**config.mk**
```make
export PLATFORM = sky130hd
export DESIGN_NAME = ray_gen
export DESIGN_NICKNAME = d
export VERILOG_FILES = /design/src/rtl/ray_gen.sv
export SDC_FILE = /design/constraint.sdc
export NUM_CORES = 2
export LEC_CHECK = 0
export ABC_CLOCK_PERIOD_IN_PS = 46000
export CORE_MARGIN = 4
export CORE_UTILIZATION = 57
export CTS_CLUSTER_DIAMETER = 60
export DETAILED_ROUTE_END_ITERATION = 16
export MAX_ROUTING_LAYER = met4
export PLACE_DENSITY = 0.91
export SYNTH_ARGS = -nofsm -noshare
export SYNTH_HDL_FRONTEND = slang
export SYNTH_SLANG_ARGS = --single-unit
```
**constraint.sdc**
```tcl
create_clock -name clk -period 46 [get_ports clk]
set_input_delay 4.6 -clock clk [delete_from_list [all_inputs] [get_ports clk]]
set_output_delay 4.6 -clock clk [all_outputs]
set_load 0.1 [all_outputs]
```
**src/rtl/ray_gen.sv**
```systemverilog
// ray_gen: raster-order primary-ray generator; emits one Q15.16 camera ray per pixel on a valid/ready stream.
// Optional build macro RAYGEN_JITTER_EN adds LFSR-driven quarter-step sub-pixel jitter to the emitted direction.
module ray_gen #(
  parameter int unsigned XRES  = 640,
  parameter int unsigned YRES  = 480,
  parameter int unsigned CNT_W = 16
) (
  input  logic                   clk,
  input  logic                   reset,
  input  logic                   start,
  input  logic [2:0][31:0]       cam_eye,
  input  logic [2:0][31:0]       cam_ll,
  input  logic [2:0][31:0]       cam_du,
  input  logic [2:0][31:0]       cam_dv,
  output logic                   ray_valid,
  input  logic                   ray_ready,
  output logic [2:0][31:0]       ray_origin,
  output logic [2:0][31:0]       ray_dir,
  output logic [CNT_W-1:0]       ray_px,
  output logic [CNT_W-1:0]       ray_py,
  output logic                   ray_last,
  output logic                   busy,
  output logic                   frame_done
);
  localparam logic [CNT_W-1:0] XMAX = CNT_W'(XRES - 1);
  localparam logic [CNT_W-1:0] YMAX = CNT_W'(YRES - 1);

  typedef enum logic [1:0] {IDLE, EMIT, DONE} state_t;

  state_t           state_q;
  logic             valid_q, busy_q, last_q, done_q;
  logic [CNT_W-1:0] x_q, x_d, y_q, y_d;
  logic [2:0][31:0] eye_q, du_q, dv_q;
  logic [2:0][31:0] dir_q, dir_d, row_q, row_d;
  logic             load, xfer, adv, last_d;

  // Next pixel position and centre direction; the last transfer leaves the counters untouched.
  always_comb begin
    load  = (state_q == IDLE) && start;
    xfer  = (state_q == EMIT) && valid_q && ray_ready;
    adv   = xfer && !last_q;
    x_d   = x_q;
    y_d   = y_q;
    dir_d = dir_q;
    row_d = row_q;
    if (load) begin
      x_d   = '0;
      y_d   = '0;
      dir_d = cam_ll;
      row_d = cam_ll;
    end else if (adv) begin
      if (x_q != XMAX) begin
        x_d = x_q + CNT_W'(1);
        for (int i = 0; i < 3; i++) dir_d[i] = dir_q[i] + du_q[i];
      end else begin
        x_d = '0;
        y_d = y_q + CNT_W'(1);
        for (int i = 0; i < 3; i++) begin
          row_d[i] = row_q[i] + dv_q[i];
          dir_d[i] = row_d[i];
        end
      end
    end
    last_d = (x_d == XMAX) && (y_d == YMAX);
  end

  always_ff @(posedge clk or posedge reset) begin
    if (reset) begin
      state_q <= IDLE;
      valid_q <= 1'b0;
      busy_q  <= 1'b0;
      last_q  <= 1'b0;
      done_q  <= 1'b0;
      x_q     <= '0;
      y_q     <= '0;
      eye_q   <= '0;
      du_q    <= '0;
      dv_q    <= '0;
      dir_q   <= '0;
      row_q   <= '0;
    end else begin
      done_q <= 1'b0;
      x_q    <= x_d;
      y_q    <= y_d;
      dir_q  <= dir_d;
      row_q  <= row_d;
      case (state_q)
        IDLE: begin
          if (start) begin
            state_q <= EMIT;
            valid_q <= 1'b1;
            busy_q  <= 1'b1;
            last_q  <= last_d;
            eye_q   <= cam_eye;
            du_q    <= cam_du;
            dv_q    <= cam_dv;
          end
        end
        EMIT: begin
          if (xfer) begin
            if (last_q) begin
              state_q <= DONE;
              valid_q <= 1'b0;
              busy_q  <= 1'b0;
              last_q  <= 1'b0;
              done_q  <= 1'b1;
            end else begin
              last_q <= last_d;
            end
          end
        end
        default: state_q <= IDLE;
      endcase
    end
  end

`ifdef RAYGEN_JITTER_EN
  localparam logic [15:0] SEED = 16'hACE1;

  logic [15:0]      lfsr_q, lfsr_d;
  logic [2:0][31:0] jdir_q, jdir_d, ju, jv;

  // Galois LFSR x^16+x^14+x^13+x^11+1; jitter is applied to the output copy only, never to the accumulators.
  always_comb begin
    lfsr_d = lfsr_q;
    if (load)     lfsr_d = SEED;
    else if (adv) lfsr_d = {1'b0, lfsr_q[15:1]} ^ (lfsr_q[0] ? 16'hB400 : 16'h0000);
    for (int i = 0; i < 3; i++) begin
      ju[i]     = 32'($signed(load ? cam_du[i] : du_q[i]) >>> 2);
      jv[i]     = 32'($signed(load ? cam_dv[i] : dv_q[i]) >>> 2);
      jdir_d[i] = dir_d[i] + (lfsr_d[15] ? ju[i] : -ju[i]) + (lfsr_d[14] ? jv[i] : -jv[i]);
    end
  end

  always_ff @(posedge clk or posedge reset) begin
    if (reset) begin
      lfsr_q <= SEED;
      jdir_q <= '0;
    end else if (load || adv) begin
      lfsr_q <= lfsr_d;
      jdir_q <= jdir_d;
    end
  end

  assign ray_dir = jdir_q;
`else
  assign ray_dir = dir_q;
`endif

  assign ray_valid  = valid_q;
  assign ray_origin = eye_q;
  assign ray_px     = x_q;
  assign ray_py     = y_q;
  assign ray_last   = last_q;
  assign busy       = busy_q;
  assign frame_done = done_q;

endmodule

```
==> run metrics <==
crit path launch type primary input; vias in the first global route 30110; pin count of the biggest net entering global routing 118; Mapped Cells 3639; outcome finished, final reports clean; pwr/cell area 52.44 mW/mm^2; fin crit share 19.03%; H-tree depth 2; I/O pin count 616; Starting Density 57.76%; Layout Utilization 74.38%; share of cells above drive strength 1 4.125%; via count 30400; Hold Crit Start ray_origin[36]$_DFFE_PP0P_; Clock Pin Slew Worst Setup and Hold Paths 60 ps; CP arrival 9290 ps; DIE AREA 0.05712 sq mm; I/O Buffers 615; GPL Wtd Cong 0.9823; CP Class in2reg; total grt overflow 0; Worst-Margin Slew 1315 ps; CTS root buffer clkbuf_16; Hold Fails Final Rpt 0; Area Overhead vs Synth 28.77%; Synth area leaders dfrtp_1 43%, nand2_1 13%, ha_1 7.7%, a21oi_1 3.9%, xnor2_1 3.5%; Max Slew Vio Count 0; worst setup path start start; Longest Clk Path Bufs 3; skew final 26.13 ps; post-synth net total 4221; ys async rst share 100.0%; YS warnings 0; Hold Path Class reg2reg; WL/cell 21.96 microns; Final Critical Period 8755 ps; P_leak 0.01856 uW; GRT Util Overall 37.40%; DP HPWL 76.10 mm; DP Worst Slack 36740 ps; final wirelength 108.2 mm; PnR Total Power 2054 uW; post-cts resize count 0; initial DRC count 3115; Crit. End Element flop; max_slew headroom 11.63%; Die W 239.0 microns; Peak VDD IR 0.04898 mV; Fin Setup TNS 0 ps; Core Area 0.05266 sq mm; Routed Antenna Nets 0; Yosys cell types 86; Max-Cap Viols 0; clk_lat worst skew 620 ps; die height 239.0 microns; first-pass GRT wire length 164.7 mm; Reg-to-Reg Start state_q[1]$_DFFE_PP0P_; syn avg cell area 8.357 sq um; Seq cells post-synth 517; ys flop type dfrtp_1; postcts setup bufs 0; Via density 6.172; final setup fails 0; RSZ-0062 raised after global routing false; first drt pass iteration count 8; CTS tree done; top cell type's share of synthesized area 42.54%; CP Max Fanout 89; slack of the critical path 37240 ps; sequential-to-total area share from yosys stat 42.54%; required time worst endpoint 46540 ps; CTS Sinks 517; CTS Buf Count 56; DRC Markers 0; Synth Cell Area 0.03041 sq mm; number of synthesized flops with an enable pin 0; hold slack 472.1 ps; area leader, netlist dfrtp_1; Final nets 4754; initial antenna violation count 17; Row Count 84; Hold Buf Count CTS 0; f_max 114.2 MHz
cell families after synthesis:
logic type               after synthesis  share of synthesized area [%]
AO/OA/AOI/OAI                        874                          18.16
adder cells (fa/ha/maj)              194                          8.129
XOR/XNOR                             202                          5.817
AND/OR/NAND/NOR                     1614                          21.93
multiplexers                          21                         0.7076
flip-flops                           517                          42.54
buffers and inverters                217                          2.711
flip-flops by register name, summed over array words and instances (netlist names):
signal	flops
frame_done	1
ray_last	1
busy	1
ray_dir	96
ray_origin	96
dv_q	96
state_q	2
ray_px	16
du_q	96
ray_py	16
row_q	96
report_power, final:
group	switching, uW	total [uW]	internal [uW]	leakage, uW
sequential	73.2	590	516	0.00652
clock	199	504	305	0.00101
combinational	659	960	301	0.0110
cells in the mapped netlist (9+ instances only):
master    instances
nand2_1        1093
dfrtp_1         517
nor2_1          253
a21oi_1         240
o21ai_0         203
ha_1            188
clkbuf_1        151
xnor2_1         123
a21o_1           86
xor2_1           79
nand3_1          67
inv_1            50
o211ai_1         45
nor3_1           44
a31oi_1          41
o22ai_1          38
a211oi_1         33
and3_1           28
o21bai_1         24
o21a_1           22
nor2b_1          21
nand2b_1         19
nand4_1          19
mux2i_1          17
a22oi_1          16
and2_1           12
buf_1            12
or3_1            11
o31ai_1          10
a211o_1           9
or2_2             9
stage by stage:
stage          instances  cell area [sq um]
3_5_place_dp        4802              37060
3_3_place_gp        4802              37060
5_1_grt             4923              39160
6_report            4925              39160
4_1_cts             4906              39120
2_1_floorplan       3639              30410
final timing paths:
check,endpoint,slack (ps),depth (start not counted)
worst max-delay path,ray_dir[73]$_DFFE_PP0P_,37240,10
worst min-delay path,ray_origin[36]$_DFFE_PP0P_,470,2
worst max register to register,ray_dir[73]$_DFFE_PP0P_,41340,8
worst min register to register,ray_origin[36]$_DFFE_PP0P_,470,2
max in group asynchronous,ray_px[15]$_DFF_PP0_,38500,5
min in group asynchronous,du_q[56]$_DFFE_PP0P_,4550,2
placed cells by master (no fill, tap or decap), drive strengths merged, types with 45 or more instances in the layout:
cell type,count
ha,188
nor3,45
o21ai,209
inv,50
xor2,79
xnor2,123
nand2,1093
nor2,256
a21o,86
nand3,68
o211ai,45
a21oi,240
dfrtp,517
clkdlybuf4s50,615
clkbuf,75
layout make-up:
class / instances / area (sq um)
tap: 688 / 860.8
fill: 3668 / 13490
clock inverter: 29 / 416.7
inverter: 50 / 195.2
clock buffer: 75 / 1635
multi-input combinational: 2905 / 16710
antenna: 19 / 47.55
sequential: 517 / 12940
timing repair buffer: 642 / 6359
routing by layer:
| layer | vias to the layer above | routed length, microns | global-route usage, % |
|---|---|---|---|
| met5 | - | 0 | - |
| met4 | 0 | 6682 | 19.48 |
| met3 | 451 | 11160 | 8.387 |
| met2 | 1830 | 50210 | 59.20 |
| met1 | 14460 | 40110 | 45.12 |
| li1 | 13660 | - | - |
worst max-delay path, stage by stage:
cell,delay [ps]
clkdlybuf4s50_1,440
nor2b_1,190
nand2b_4,610
buf_4,870
buf_4,880
buf_4,830
nand3_1,230
o211ai_1,170
o21ai_0,100
o21ai_0,170
No activity file was read; power rests on OpenSTA's default activity.
